$ cat config.mk
export PLATFORM = sky130hd
export DESIGN_NAME = register_file
export DESIGN_NICKNAME = d
export VERILOG_FILES = /design/src/rtl/register_file.sv
export SDC_FILE = /design/constraint.sdc
export NUM_CORES = 1
export LEC_CHECK = 0
export ABC_AREA = 0
export CAP_MARGIN = 30
export CORE_AREA = 2 2 135 137
export DETAILED_ROUTE_END_ITERATION = 8
export DIE_AREA = 0 0 137 139
export HOLD_SLACK_MARGIN = 0.03
export PLACE_DENSITY = 0.8
export SETUP_SLACK_MARGIN = 0.02
export SYNTH_ARGS = -nofsm -noshare
export SYNTH_HDL_FRONTEND = slang
export SYNTH_SLANG_ARGS = --single-unit
$ cat constraint.sdc
create_clock -name clk -period 9.2 [get_ports clk]
set_clock_uncertainty 0.15 [all_clocks]
set_input_delay 2.3 -clock clk [delete_from_list [all_inputs] [get_ports clk]]
set_output_delay 2.3 -clock clk [all_outputs]
set_load 0.005 [all_outputs]
$ cat src/rtl/register_file.sv
// Solix-16 architectural register file.
// Holds eight GPRs plus PC, SP and FLAGS, with two combinational read ports.
module register_file #(
    parameter int DATA_W  = 16,
    parameter int ADDR_W  = 4,
    parameter int NUM_GPR = 8
) (
    input  logic              clk,
    input  logic              rst,
    input  logic [ADDR_W-1:0] rs_addr,
    input  logic [ADDR_W-1:0] rt_addr,
    output logic [DATA_W-1:0] rs_data,
    output logic [DATA_W-1:0] rt_data,
    input  logic              wr_en,
    input  logic [ADDR_W-1:0] rd_addr,
    input  logic [DATA_W-1:0] rd_data,
    output logic [DATA_W-1:0] pc_out,
    output logic [DATA_W-1:0] sp_out,
    output logic [DATA_W-1:0] flags_out,
    input  logic              pc_wr,
    input  logic              sp_wr,
    input  logic              flags_wr,
    input  logic [DATA_W-1:0] pc_in,
    input  logic [DATA_W-1:0] sp_in,
    input  logic [DATA_W-1:0] flags_in
);

    logic [DATA_W-1:0] gpr [NUM_GPR];
    logic [DATA_W-1:0] pc_q;
    logic [DATA_W-1:0] sp_q;
    logic [DATA_W-1:0] flags_q;

    always_ff @(posedge clk or posedge rst) begin
        if (rst) begin
            for (int i = 0; i < NUM_GPR; i++) begin
                gpr[i] <= '0;
            end
        end else if (wr_en && (int'(rd_addr) < NUM_GPR)) begin
            gpr[rd_addr[$clog2(NUM_GPR)-1:0]] <= rd_data;
        end
    end

    always_ff @(posedge clk or posedge rst) begin
        if (rst) begin
            pc_q    <= '0;
            sp_q    <= '0;
            flags_q <= '0;
        end else begin
            if (pc_wr)    pc_q    <= pc_in;
            if (sp_wr)    sp_q    <= sp_in;
            if (flags_wr) flags_q <= flags_in;
        end
    end

    // Unimplemented addresses read as zero; no bypass of a pending write.
    always_comb begin
        rs_data = '0;
        rt_data = '0;
        if (int'(rs_addr) < NUM_GPR) rs_data = gpr[rs_addr[$clog2(NUM_GPR)-1:0]];
        if (int'(rt_addr) < NUM_GPR) rt_data = gpr[rt_addr[$clog2(NUM_GPR)-1:0]];
    end

    assign pc_out    = pc_q;
    assign sp_out    = sp_q;
    assign flags_out = flags_q;

endmodule

==> run metrics, run 1 <==
chip height=139 um; final std cells w/o fill=approximately 900; Synth Warn #=0; die area=~0.019 mm2; Detail Route Antenna Nets=0; Area Overhead vs Synth=27.71%; clk root buf=clkbuf_16; input/output buffers=around 160; largest net degree at the start of global routing=81; max cap viols=0; type of the most critical hold path=flip-flop to flip-flop; CP Max Fanout=17; Static Leakage=4.589 nW; EDFF count, synth=0; Synth Instances=531; ys flop type=dfrtp_1; area leader, netlist=dfrtp_1; unrepaired setup endpoints after global routing=false; most frequent cells after synthesis=dfrtp_1, mux2_2, mux4_2; number of global-route vias before repair=5,992; WS Path Type=input port to output port; final hold vios=0; Hold WS=0.3591 ns; min cycle time layout=6.994 ns; Hold Crit Start=pc_out[11]$_DFFE_PP0P_; VDD IR max=0.0001483 V; Yosys reg bits=176; routed vias/inst=5.754; area post-placement=0.01038 mm2; gr usage total=0.2249; Final Max Tran Viols=0; Post-CTS Setup Bufs=0; Initial Utilization=0.4887; antenna cells=0; CP endpoint kind=output port; top post-synthesis cells by area=dfrtp_1, mux2_2, mux4_2, mux2i_1, nor2_1; CTS Buf Count=17; final wirelength=20.04 mm; Achievable Freq=0.1430 GHz; syn_nets=613; WL per Instance=21.64 um; status=completed; Congestion Overflow GR=0; power per cell area=between 200 and 250 mW/mm2; crit share post-route=0.7602; CTS sink cnt=176; Reg-to-Reg Start=gpr[49]$_DFFE_PP0P_; Slew @ Worst Pin=0.9313 ns; vias=approximately 5,300; CTS max path bufs=2; CP Launch Type=input port; Max H-tree Level=4; fraction of layout instances using a drive strength above 1=0.4247; fin nets=766; post-route design area=0.01102 mm2; setup TNS=0 ns; RePlAce Congestion=0.7372; clk slew on worst S/H paths=0.06 ns; CP Launch Point=rt_addr[1]; register area share after synthesis=0.5104; I/O pins=162; post-cts sizing count=0; Async S/R FF share, synth=1.000; row count=49; Final setup viols=0; initial antenna violation count=0; clk_lat worst skew=0.42 ns; cts hold-fix bufs=0; Synth Cell Area=0.008628 mm2; DR iter-0 viols=209; CTS tree=done; Core ar.=0.01766 mm2; DRC=0; relative slew slack=0.3772; Distinct cells, synth=19; Critical Path RT=just under 7 ns; Die X=around 140 um; critical path arrival=around 4.5 ns; Syn Area/Cell=around 16 um2; area share of the largest cell type after synthesis=0.5104; first-pass iteration count of the detailed router=4; Inst Count DP=894; post-detail-place hpwl=13.39 mm; first-pass GRT wire length=roughly 33 mm
[cells by family (layout without fill, tap and decap cells)]
family                 Yosys count  count (layout)  share of synthesized area
buffers and inverters           39             205                    0.02653
DFF                            176             176                     0.5104
muxes                          272             272                     0.4339
and+or+nand+nor                 44              44                    0.02915
[cell usage in the layout, fill, tap and decap left out]
| cell type | netlist | final |
|---|---|---|
| clkbuf_16 | 0 | 17 |
| buf_2 | 9 | 4 |
| clkdlybuf4s50_1 | 0 | 157 |
| nor3b_4 | 3 | 3 |
| nor2_1 | 33 | 33 |
| clkinv_4 | 0 | 5 |
| dfrtp_1 | 176 | 176 |
| bufinv_16 | 0 | 4 |
| buf_4 | 9 | 9 |
| nand2_2 | 1 | 1 |
| mux2_2 | 176 | 176 |
| inv_6 | 0 | 4 |
| mux4_2 | 64 | 64 |
| clkinvlp_4 | 0 | 2 |
| clkinv_2 | 0 | 1 |
| nand2_1 | 1 | 1 |
| buf_8 | 0 | 2 |
| nand3b_2 | 2 | 2 |
| nor2_2 | 1 | 1 |
| nand3b_4 | 1 | 1 |
| nor2b_1 | 1 | 1 |
| mux2i_1 | 32 | 32 |
| nand2b_1 | 1 | 1 |
[power by group]
group / switching [mW] / total (mW) / leakage [nW] / internal [mW]
combinational: 0.170 / 0.527 / 2.15 / 0.357
clock: 0.307 / 0.766 / 0.304 / 0.459
sequential: 0.110 / 1.04 / 2.13 / 0.927
total: 0.586 / 2.33 / 4.59 / 1.74
[layer usage]
layer / up-vias / share of wire / track usage
met5: - / 0 / 0
met4: 0 / 0.012 / 0.06891
met3: 20 / 0.074 / 0.06067
met2: 212 / 0.52 / 0.3807
met1: 2779 / 0.39 / 0.2814
li1: 2317 / - / -
[through the flow]
stage | total power, mW | utilization | worst slack [ns]
after floorplan | 1.355 | - | 1.976
after global placement | 1.542 | 0.5864 | 2.183
after detailed placement | 1.580 | 0.5881 | 2.177
after CTS | 2.350 | 0.6241 | 2.178
after global routing | 2.440 | 0.6241 | 2.067
final | 2.329 | 0.6241 | 2.206
[final timing paths]
kind	end	slack (ns)	cells after the start
min in group asynchronous	gpr[64]$_DFFE_PP0P_	2.24	2
min	pc_out[11]$_DFFE_PP0P_	0.36	1
max	rt_data[9]	2.21	6
max in group asynchronous	gpr[27]$_DFFE_PP0P_	5.58	3
min reg2reg	pc_out[11]$_DFFE_PP0P_	0.36	1
max reg2reg	gpr[49]$_DFFE_PP0P_	8.24	1
[registers in the layout (all words and copies together) (netlist names)]
signal     cells
sp_out        16
pc_out        16
flags_out     16
gpr          128
[area by class of cell]
type	instances	area, um2
Sequential cell	176	4404
Clock inverter	15	210.2
Fill cell	1286	6638
Clock buffer	17	425.4
Timing Repair Buffer	172	1689
Multi-Input combinational cell	316	3995
Inverter	1	8.758
Tap cell	229	286.5
[critical path, cell delays in order]
cell	delay, ns
buf_2	0.45
buf_4	0.45
mux4_2	0.55
mux2i_1	0.22
nor2_1	0.06
clkdlybuf4s50_1	0.48
No activity file was read; power rests on OpenSTA's default activity.
==> run 2, diff against run 1 <==
--- a/config.mk
+++ b/config.mk
@@ -7,9 +7,9 @@
 export LEC_CHECK = 0
 export ABC_AREA = 0
 export CAP_MARGIN = 30
-export CORE_AREA = 2 2 135 137
+export CORE_AREA = 2 2 138 140
 export DETAILED_ROUTE_END_ITERATION = 8
-export DIE_AREA = 0 0 137 139
+export DIE_AREA = 0 0 140 142
 export HOLD_SLACK_MARGIN = 0.03
 export PLACE_DENSITY = 0.8
 export SETUP_SLACK_MARGIN = 0.02
==> constraint.sdc (replaced) <==
create_clock -name clk -period 6.3 [get_ports clk]
set_clock_uncertainty 0.15 [all_clocks]
set_input_delay 1.575 -clock clk [delete_from_list [all_inputs] [get_ports clk]]
set_output_delay 1.575 -clock clk [all_outputs]
set_load 0.005 [all_outputs]
==> run metrics, run 2 (synthesis results as in run 1) <==
routed vias/inst=5.683 (-1.2%); final setup margin=0.9511 ns (-1.255 ns); setup TNS=0 ns (unchanged); CTS sink cnt=176 (unchanged); Core ar.=0.01846 mm2 (+4.5%); critical path arrival=3.62 ns (-0.92 ns); initial antenna violation count=0 (unchanged); Buf/Inv on CP=3 (unchanged); row count=50 (+2.0%); Top reg by flops=gpr; max cap viols=0 (unchanged); min cycle time layout=5.349 ns; type of the most critical hold path=flip-flop to flip-flop; antenna cells=0 (unchanged); I/O pins=162 (unchanged); CP endpoint kind=output port; Critical Path RT=4.58 ns (-2.17 ns); clk slew on worst S/H paths=0.06 ns (about the same); die area=0.01988 mm2 (+4.4%); DR iter-0 viols=258 (+23%); crit share post-route=0.8490; net switching power=0.8189 mW (+40%); Die X=140 um (+2.2%); first-pass GRT wire length=31.31 mm (-3.9%); cts hold-fix bufs=0 (unchanged); final std cells w/o fill=934 (+0.86%); cell count along the critical path=6 (unchanged); post-detail-place hpwl=13.12 mm (-2.0%); input/output buffers=161 (unchanged); crit-path cells=clkdlybuf4s50_1, buf_4, mux4_2, mux2i_1, nor2_1, clkdlybuf4s50_1; DRC=4 (+4); post-route design area=0.01109 mm2 (+0.67%); Final setup viols=0 (unchanged); cell internal pwr=2.587 mW (+48%); status=finished with violations; Area Overhead vs Synth=28.57%; Static Leakage=4.619 nW (+0.67%); sequential share of power=0.443 (-0.002); Hold Path Stages=1 (unchanged); crit-path most repeated cell=clkdlybuf4s50_1; fin nets=771 (+0.65%); final wirelength=19.63 mm (-2.0%); clk root buf=clkbuf_16; switching part of the total=0.2404 (-0.01121); Worst R2R Path Depth=1 (unchanged); VDD IR max=0.0001950 V (+31%); CTS tree=done; relative slew slack=0.4309 (+0.05365); power per cell area=307.1 mW/mm2 (+45%); Final Max Tran Viols=0 (unchanged); CP Max Fanout=32 (+15); Hold WS=0.3583 ns (-0.0008000 ns); largest net degree at the start of global routing=98 (+21%); first-pass iteration count of the detailed router=8 (+4); Congestion Overflow GR=0 (unchanged); WS Path Type=input port to output port; area post-placement=0.01046 mm2 (+0.75%); slowest stage cell, crit path=clkdlybuf4s50_1; Post-CTS Setup Bufs=0 (unchanged); gr usage total=0.2042 (-0.02074); Inst Count DP=904 (+1.1%); met1 usage=0.2498 (-0.03167); grt met2 use=0.3487 (-0.03201); commonest non-fill, non-tap cells in the layout=mux2_2, dfrtp_1, clkdlybuf4s50_1; fraction of layout instances using a drive strength above 1=0.4229 (-0.001820); vias=5,308 (-0.38%); Max H-tree Level=4 (unchanged); Slew @ Worst Pin=0.8511 ns (-0.08022 ns); number of global-route vias before repair=5,893 (-1.7%); Detail Route Antenna Nets=0 (unchanged); failing checks=DRC; post-cts sizing count=0 (unchanged); met3 usage=0.05485 (-0.005827); CP Launch Type=input port; CTS max path bufs=2 (unchanged); power share of the clock group=0.331 (+0.002); Setup WS pre-CTS=0.9243 ns (-1.253 ns); CTS Buf Count=17 (unchanged); Top Usage Layer GRT=met2; final hold vios=0 (unchanged); Logic pwr share=0.227 (about the same); RePlAce Congestion=0.7890 (+7.0%); unrepaired setup endpoints after global routing=false; Achievable Freq=0.1870 GHz; clk_lat worst skew=0.41 ns (about the same); WL per Instance=21.01 um (-2.9%); Crit path max-delay family=buffers and inverters; Initial Utilization=0.4675 (-0.02114); max FFs per register=128 (unchanged); critical path's largest stage delay=0.48 ns (-0.07 ns); chip height=142 um (+2.2%)
==> run 2: final timing paths <==
check	startpoint	end	slack (ns)
min in group asynchronous	rst	pc_out[12]$_DFFE_PP0P_	1.44
max in group asynchronous	rst	gpr[2]$_DFFE_PP0P_	3.50
max	rs_addr[2]	rs_data[7]	0.95
min	sp_out[9]$_DFFE_PP0P_	sp_out[9]$_DFFE_PP0P_	0.36
min reg2reg	sp_out[9]$_DFFE_PP0P_	sp_out[9]$_DFFE_PP0P_	0.36
max reg2reg	gpr[4]$_DFFE_PP0P_	gpr[4]$_DFFE_PP0P_	5.36
==> run 2: layout make-up <==
cell class	instances	area, um2
Tap cell	234	292.8
Timing Repair Buffer	177	1762
Sequential cell	176	4404
Clock inverter	11	188.9
Clock buffer	19	442.9
Multi-Input combinational cell	316	3995
Fill cell	1364	7362
Inverter	1	7.507
==> run 2: power by group through the flow <==
stage | clock network [mW] | logic, mW | registers [mW]
after floorplan | 0 | 0.504 | 1.48
after global placement | 0 | 0.755 | 1.50
after detailed placement | 0 | 0.782 | 1.53
after CTS | 1.15 | 0.784 | 1.51
after global routing | 1.20 | 0.827 | 1.54
final | 1.13 | 0.772 | 1.51
==> run 2: through the flow <==
stage | util | total power, mW
6_report | 0.6011 | 3.406
5_1_grt | 0.6011 | 3.565
4_1_cts | 0.6011 | 3.445
3_5_place_dp | 0.5668 | 2.307
3_3_place_gp | 0.5645 | 2.255
2_1_floorplan | - | 1.980
==> run 2: routing by layer <==
metal / part of all wire / wire [um] / vias up
met2: 0.52 / 10220 / 178
met3: 0.061 / 1205 / 32
met4: 0.021 / 417 / 0
li1: - / - / 2317
met5: 0 / 0 / -
met1: 0.40 / 7781 / 2781
==> run 3, diff against run 2 <==
==> constraint.sdc (replaced) <==
create_clock -name clk -period 4.9 [get_ports clk]
set_clock_uncertainty 0.15 [all_clocks]
set_input_delay 1.225 -clock clk [delete_from_list [all_inputs] [get_ports clk]]
set_output_delay 1.225 -clock clk [all_outputs]
set_load 0.005 [all_outputs]
==> run metrics, run 3 (synthesis results as in run 1) <==
status=finished with violations; failing checks=DRC; chip height=142 um (unchanged); met1 usage=0.2614 (+0.01163); row count=50 (unchanged); cts hold-fix bufs=0 (unchanged); area post-placement=0.01051 mm2 (+0.43%); post-detail-place hpwl=12.80 mm (-2.4%); Top Usage Layer GRT=met2; fin nets=774 (+0.39%); routed vias/inst=5.725 (+0.74%); r2r setup slk=3.93 ns (-1.43 ns); input/output buffers=161 (unchanged); die area=0.01988 mm2 (unchanged); Final Max Tran Viols=0 (unchanged); Slew @ Worst Pin=0.6988 ns (-0.1523 ns); VDD IR max=0.0002729 V (+40%); CP endpoint kind=output port; DRC=4 (unchanged); CTS max path bufs=2 (unchanged); type of the most critical hold path=flip-flop to flip-flop; CTS sink cnt=176 (unchanged); CP Launch Type=input port; CTS tree=done; Max H-tree Level=4 (unchanged); critical path's largest stage delay=0.51 ns (+0.03 ns); Final setup viols=0 (unchanged); Hold WS=0.3555 ns (-0.002847 ns); min cycle time layout=4.471 ns; setup TNS=0 ns (unchanged); largest net degree at the start of global routing=105 (+7.1%); Setup WS pre-CTS=0.4256 ns (-0.4987 ns); post-cts sizing count=0 (unchanged); Achievable Freq=0.2236 GHz; DR iter-0 viols=215 (-17%); Die X=140 um (unchanged); final std cells w/o fill=939 (+0.54%); first-pass GRT wire length=32.27 mm (+3.1%); Crit path max-delay family=buffers and inverters; Core ar.=0.01846 mm2 (unchanged); clk_lat worst skew=0.42 ns (about the same); Buf/Inv on CP=3 (unchanged); CP Max Fanout=32 (unchanged); WL per Instance=21.35 um (+1.6%); fraction of layout instances using a drive strength above 1=0.4284 (+0.005512); number of fill cells=1,350 (-1.0%); Detail Route Antenna Nets=0 (unchanged); max cap viols=0 (unchanged); first-pass iteration count of the detailed router=8 (unchanged); vias=5,376 (+1.3%); Reg-to-Reg Start=gpr[81]$_DFFE_PP0P_; Post-CTS Setup Bufs=0 (unchanged); crit share post-route=0.9125; Initial Utilization=0.4675 (unchanged); CP Launch Point=rs_addr[2]; Inst Count DP=907 (+0.33%); gr usage total=0.2106 (+0.006401); I/O pins=162 (unchanged); critical path arrival=3.10 ns (-0.52 ns); met3 usage=0.05316 (-0.001682); crit-path cells=clkdlybuf4s50_1, buf_12, mux4_2, mux2i_1, nor2_1, clkdlybuf4s50_1; power per cell area=389.5 mW/mm2 (+27%); power consumption=4.328 mW (+27%); Top reg by flops=gpr; grt met2 use=0.3604 (+0.01167); clk slew on worst S/H paths=0.06 ns (about the same); Area Overhead vs Synth=28.77%; final setup margin=0.4285 ns (-0.5226 ns); clk root buf=clkbuf_16; Hold Crit Start=flags_out[4]$_DFFE_PP0P_; WS Path Type=input port to output port; initial antenna violation count=0 (unchanged); Congestion Overflow GR=0 (unchanged); post-route design area=0.01111 mm2 (+0.16%); antenna cells=0 (unchanged); final wirelength=20.04 mm (+2.1%); post-layout util=0.6020 (+0.0009490); slowest stage cell, crit path=clkdlybuf4s50_1; CTS Buf Count=17 (unchanged); number of global-route vias before repair=5,913 (+0.34%); crit-path most repeated cell=clkdlybuf4s50_1; relative slew slack=0.5327 (+0.1018); final hold vios=0 (unchanged); RePlAce Congestion=0.7546 (-4.4%); unrepaired setup endpoints after global routing=false; commonest non-fill, non-tap cells in the layout=mux2_2, dfrtp_1, clkdlybuf4s50_1; max FFs per register=128 (unchanged); Critical Path RT=3.52 ns (-1.06 ns); Static Leakage=4.627 nW (+0.17%)
## run 3: cell types whose count changed in the layout (fill, tap and decap cells not counted), sizes merged
cell,change
inv,+8
clkbuf,-1
buf,+3
clkinv,-2
bufinv,-3
## run 3: layout make-up
class                           count  area, um2  area share
Clock inverter                     14      165.2     0.01486
Sequential cell                   176       4404      0.3964
Tap cell                          234      292.8     0.02635
Inverter                            1      7.507   0.0006757
Multi-Input combinational cell    316       3995      0.3596
Timing Repair Buffer              180       1807      0.1626
Clock buffer                       18      439.2     0.03953
## run 3: layer usage
metal	wire length, um	part of all wire
met1	8263	0.41
met2	10320	0.51
met3	1017	0.051
met4	447	0.022
met5	0	0
## run 3: worst paths after layout
path,to,cells after the start
setup / recovery,rs_data[5],6
hold / removal,flags_out[4]$_DFFE_PP0P_,1
setup reg to reg,gpr[81]$_DFFE_PP0P_,1
hold reg to reg,flags_out[4]$_DFFE_PP0P_,1
max in group asynchronous,gpr[36]$_DFFE_PP0P_,3
min in group asynchronous,flags_out[6]$_DFFE_PP0P_,2
## run 3: power breakdown
group | switching [mW] | internal [mW] | leakage [nW] | total, mW
Sequential | 0.207 | 1.74 | 2.13 | 1.95
Combinational | 0.323 | 0.680 | 2.21 | 1.00
Clock | 0.595 | 0.782 | 0.291 | 1.38
Total | 1.13 | 3.20 | 4.63 | 4.33
==> edit 1, RTL diff (settings of run 2) <==
The parameter `NUM_GPR` goes from 8 to 4.
--- a/src/rtl/register_file.sv
+++ b/src/rtl/register_file.sv
@@ -4,5 +4,5 @@
     parameter int DATA_W  = 16,
     parameter int ADDR_W  = 4,
-    parameter int NUM_GPR = 8
+    parameter int NUM_GPR = 4
 ) (
     input  logic              clk,
Behaviour: not the same (Yosys sat finds a counterexample within 4 cycles, from zero or initial values and one cycle with rst high).
==> edit 1 against run 2 <==
- the run still ends with DRC left
- global-route usage down 7.7 points
- synthesized area down 40%
- first-iteration DRC count down 60%
- power down 42%
- fmax up 1.3%
- critical path depth down 1
- final cell count down 24%
- sequential cell count down 64
- wire length down 38%
- non-clock buffer count down 11
- worst setup slack better by 70 ps
- design area down 34%
- critical path type unchanged
- critical endpoint is now rs_data[8]
==> edit 1: results (changes against run 2) <==
H-Tree Depth=3 (was 4); Reg clk slew, reported paths=70 ps; NumNets Final=556 (was 771); Relative slew margins=0.4528 (was 0.4309); Synth Net Count=401 (was 613); Area after DPL=7012 µm² (was 10460 µm²); Post-CTS Setup Bufs=0 (unchanged); pre-CTS setup slack=994.8 ps (was 924.3 ps); Clock Latency Late Sink=340 ps (was 410 ps); # fillers=1689 (was 1364); Data arrival, critical path=3550 ps (was 3620 ps); # DRC=9 (was 4); Psw=0.4612 mW (was 0.8189 mW); Hold Crit Class=register to register (unchanged); max FFs per register=64 (was 128); largest net degree at the start of global routing=68 (was 98); vias in the first global route=3772 (was 5893); Avg Inst Size Synth=16.36 µm² (was 16.25 µm²); Num CTS Buffers=9 (was 17); YS warnings=0 (unchanged); number of port buffers=161 (unchanged); Top delay family on crit path=buffers and inverters (unchanged); Cell Count Post-Placement=697 (was 904); All-Layer GR Usage=0.1275 (was 0.2042); CTS resizes=0 (unchanged); top_reg_cell synth=dfrtp_1 (unchanged); CP peak stage delay=550 ps (was 480 ps); Biggest register=gpr (unchanged); slowest CP cell=mux4_2 (was clkdlybuf4s50_1); final antenna diode count=0 (unchanged); final WL=12.14 mm (was 19.63 mm); top post-synthesis cells by area=dfrtp_1 54%, mux2_2 24%, mux4_2 14% (was dfrtp_1 51%, mux2_2 23%, mux4_2 17%); power after layout=1.963 mW (was 3.406 mW); 1st-iter DRT viols=104 (was 258); VDD IR max=0.0001101 V (was 0.0001950 V); Root Driver=clkbuf_16 (unchanged); first-pass GRT wire length=19.72 mm (was 31.31 mm); vias per inst=4.704 (was 5.683); top post-synthesis cells by count=112 x dfrtp_1, 112 x mux2_2, 32 x mux4_2, 32 x nor2b_1 (was 176 x dfrtp_1, 176 x mux2_2, 64 x mux4_2); layout cells sized above 1=0.3570 (was 0.4229); DR pass1 iterations=9 (was 8); initial antenna violation count=1 (was 0); Leakage=2.908 nW (was 4.619 nW); Reg power frac=0.475 (was 0.443); post-synthesis async set-or-reset flop share=1.000 (unchanged); RD Place Congestion=0.7560 (was 0.7890); detailed placement HPWL=8.799 mm (was 13.12 mm); Sequential cell area=2803 µm² (was 4404 µm²); CP Max Fanout=16 (was 32); Longest Clk Path Bufs=2 (unchanged); status=complete, but fails checks (unchanged); failing checks=DRC (unchanged); Clk pwr share=0.295 (was 0.331); Synth cell types=17 (was 19); post-synthesis sequential area ratio=0.5369 (was 0.5104); Avg WL per Cell=17.02 µm (was 21.01 µm)
==> edit 1: cell count changes in the layout (fill, tap and decap cells not counted), moves of 3 or more <==
cell / before / now
clkinvlp_4: 3 / 0
nor2_1: 33 / 1
mux2i_1: 32 / 0
dfrtp_1: 176 / 112
mux4_2: 64 / 32
nor2b_1: 1 / 32
bufinv_16: 5 / 1
clkbuf_16: 17 / 9
nor3b_4: 3 / 0
mux2_2: 176 / 112
buf_4: 13 / 5
==> edit 1: cell type report <==
type | count | area share
Sequential cell | 112 | 0.3833
Multi-Input combinational cell | 184 | 0.3092
Timing Repair Buffer | 166 | 0.2255
Tap cell | 234 | 0.04004
Clock buffer | 13 | 0.03559
Clock inverter | 3 | 0.005476
Inverter | 1 | 0.0008556
==> edit 1: metal layers <==
layer	GRT usage	part of all wire	vias up	wire, µm
met1	0.1498	0.41	1723	4964
li1	-	-	1485	-
met4	0.05157	0.016	2	197
met2	0.2183	0.50	128	6024
met5	0	0.00066	-	8
met3	0.04038	0.078	16	944
==> edit 1: worst paths after layout <==
| kind | start | to | slack [ps] | cells after the start |
|---|---|---|---|---|
| hold / removal | pc_out[5] | pc_out[5] | 360 | 1 |
| max in group asynchronous | rst | gpr[38] | 3350 | 3 |
| min in group asynchronous | rst | flags_out[3] | 1580 | 2 |
| setup / recovery | rs_addr[0] | rs_data[8] | 1020 | 5 |
| setup reg to reg | gpr[30] | gpr[30] | 5360 | 1 |
| hold reg to reg | pc_out[5] | pc_out[5] | 360 | 1 |
==> edit 1: cells by family after synthesis <==
logic type / after synthesis / synth area share
flip-flops: 112 / 0.5369
AND/OR/NAND/NOR: 40 / 0.05345
multiplexers: 144 / 0.3797
buffers and inverters: 23 / 0.02996
==> edit 2, RTL diff (settings of run 2) <==
Made on the original files. Add an input register stage for `pc_wr`, with the module's reset; this delays it by one clock. The other inputs are not delayed to match.
--- a/src/rtl/register_file.sv
+++ b/src/rtl/register_file.sv
@@ -26,4 +26,14 @@
 );
 
+    logic pc_wr_q;
+
+    always_ff @(posedge clk or posedge rst) begin
+        if (rst) begin
+            pc_wr_q <= '0;
+        end else begin
+            pc_wr_q <= pc_wr;
+        end
+    end
+
     logic [DATA_W-1:0] gpr [NUM_GPR];
     logic [DATA_W-1:0] pc_q;
@@ -47,5 +57,5 @@
             flags_q <= '0;
         end else begin
-            if (pc_wr)    pc_q    <= pc_in;
+            if (pc_wr_q)    pc_q    <= pc_in;
             if (sp_wr)    sp_q    <= sp_in;
             if (flags_wr) flags_q <= flags_in;
Check against the original RTL: not equivalent (Yosys sat finds a counterexample within 4 cycles, from zero or initial values and one cycle with rst high).
==> edit 2 against run 2 <==
- the run still ends with DRC left
- clock power shrank 12%
- first-iteration DRC count grew 23%
- worst setup slack lost 60 ps
- register-to-register slack lost 460 ps
- wire length grew 0.37%
- combinational power is essentially flat
- design area shrank 0.39%
- sequential cell count grew 1
- fmax shrank 1.1%
- power shrank 3.7%
- synthesized area grew 0.29%
==> edit 2: results (changes against run 2) <==
status=complete, but fails checks (unchanged); failing checks=DRC (unchanged); DR pass1 iterations=6 (was 8); 1st-iter DRT viols=317 (was 258); hold path startpoint=sp_out[15] (was sp_out[9]); layout cells sized above 1=0.4212 (was 0.4229); detailed placement HPWL=12.95 mm (was 13.12 mm); vias in the first global route=5802 (was 5893); met1 Resource Use GR=0.2658 (was 0.2498); post-synthesis sequential area ratio=0.5119 (was 0.5104); Hold EP=sp_out[15] (was sp_out[9]); met2 wire len=9.881 mm (was 10.22 mm); met3 Use GR=0.06326 (was 0.05485); vias per inst=5.634 (was 5.683); first-pass GRT wire length=31.83 mm (was 31.31 mm); Synth Net Count=614 (was 613); # DRC=6 (was 4); routed length on met3=1.391 mm (was 1.205 mm); Data arrival, critical path=3680 ps (was 3620 ps); reg2reg setup slack=4900 ps (was 5360 ps); top post-synthesis cells by count=177 x dfrtp_1, 176 x mux2_2, 64 x mux4_2 (was 176 x dfrtp_1, 176 x mux2_2, 64 x mux4_2); largest net degree at the start of global routing=178 (was 98); All-Layer GR Usage=0.2097 (was 0.2042); Relative slew margins=0.3796 (was 0.4309); # fillers=1374 (was 1364); Worst R2R End=pc_out[11] (was gpr[4]); Avg WL per Cell=21.14 µm (was 21.01 µm)
## edit 2: power groups by stage
stage | clock network, mW | registers (mW) | logic, mW
4_1_cts | 1.01 | 1.51 | 0.785
5_1_grt | 1.06 | 1.55 | 0.830
2_1_floorplan | 0 | 1.48 | 0.504
3_5_place_dp | 0 | 1.53 | 0.781
3_3_place_gp | 0 | 1.51 | 0.754
6_report | 0.991 | 1.52 | 0.772
## edit 2: cell type report
type	count	area (µm²)	share of cell area
clock buffers	18	439.2	0.03975
multi-input cells	316	3995	0.3616
flip-flops and latches	177	4429	0.4009
repair buffers	173	1772	0.1603
clock inverters	13	113.9	0.01030
well taps	234	292.8	0.02650
inverters	1	7.507	0.0006794
## edit 2: stage by stage
step	instance area, µm²	hold WS [ps]	util	std cells	power, mW
after floorplan	8657	341.0	-	532	1.987
after global placement	10420	337.7	0.5648	897	2.260
after detailed placement	10500	345.3	0.5687	901	2.315
after CTS	11050	359.9	0.5987	932	3.315
after global routing	11050	375.8	0.5987	932	3.440
final	11050	355.9	0.5987	932	3.279
## edit 2: how the worst max path moves through the flow
stage | startpoint | endpoint | slack (ps)
after floorplan | rs_addr[1] | rs_data[1] | 1950
after global placement | rs_addr[1] | rs_data[8] | 910
after detailed placement | rs_addr[1] | rs_data[8] | 890
after CTS | rt_addr[1] | rt_data[2] | 880
after global routing | rt_addr[1] | rt_data[2] | 790
final | rs_addr[2] | rs_data[9] | 890
## edit 2: cell families (layout without fill, tap and decap cells)
kind of cell,after synthesis,count (layout),synth area share
multiplexers,272,272,0.4326
flip-flops,177,177,0.5119
AND/OR/NAND/NOR,44,44,0.02906
buffers and inverters,39,205,0.02646
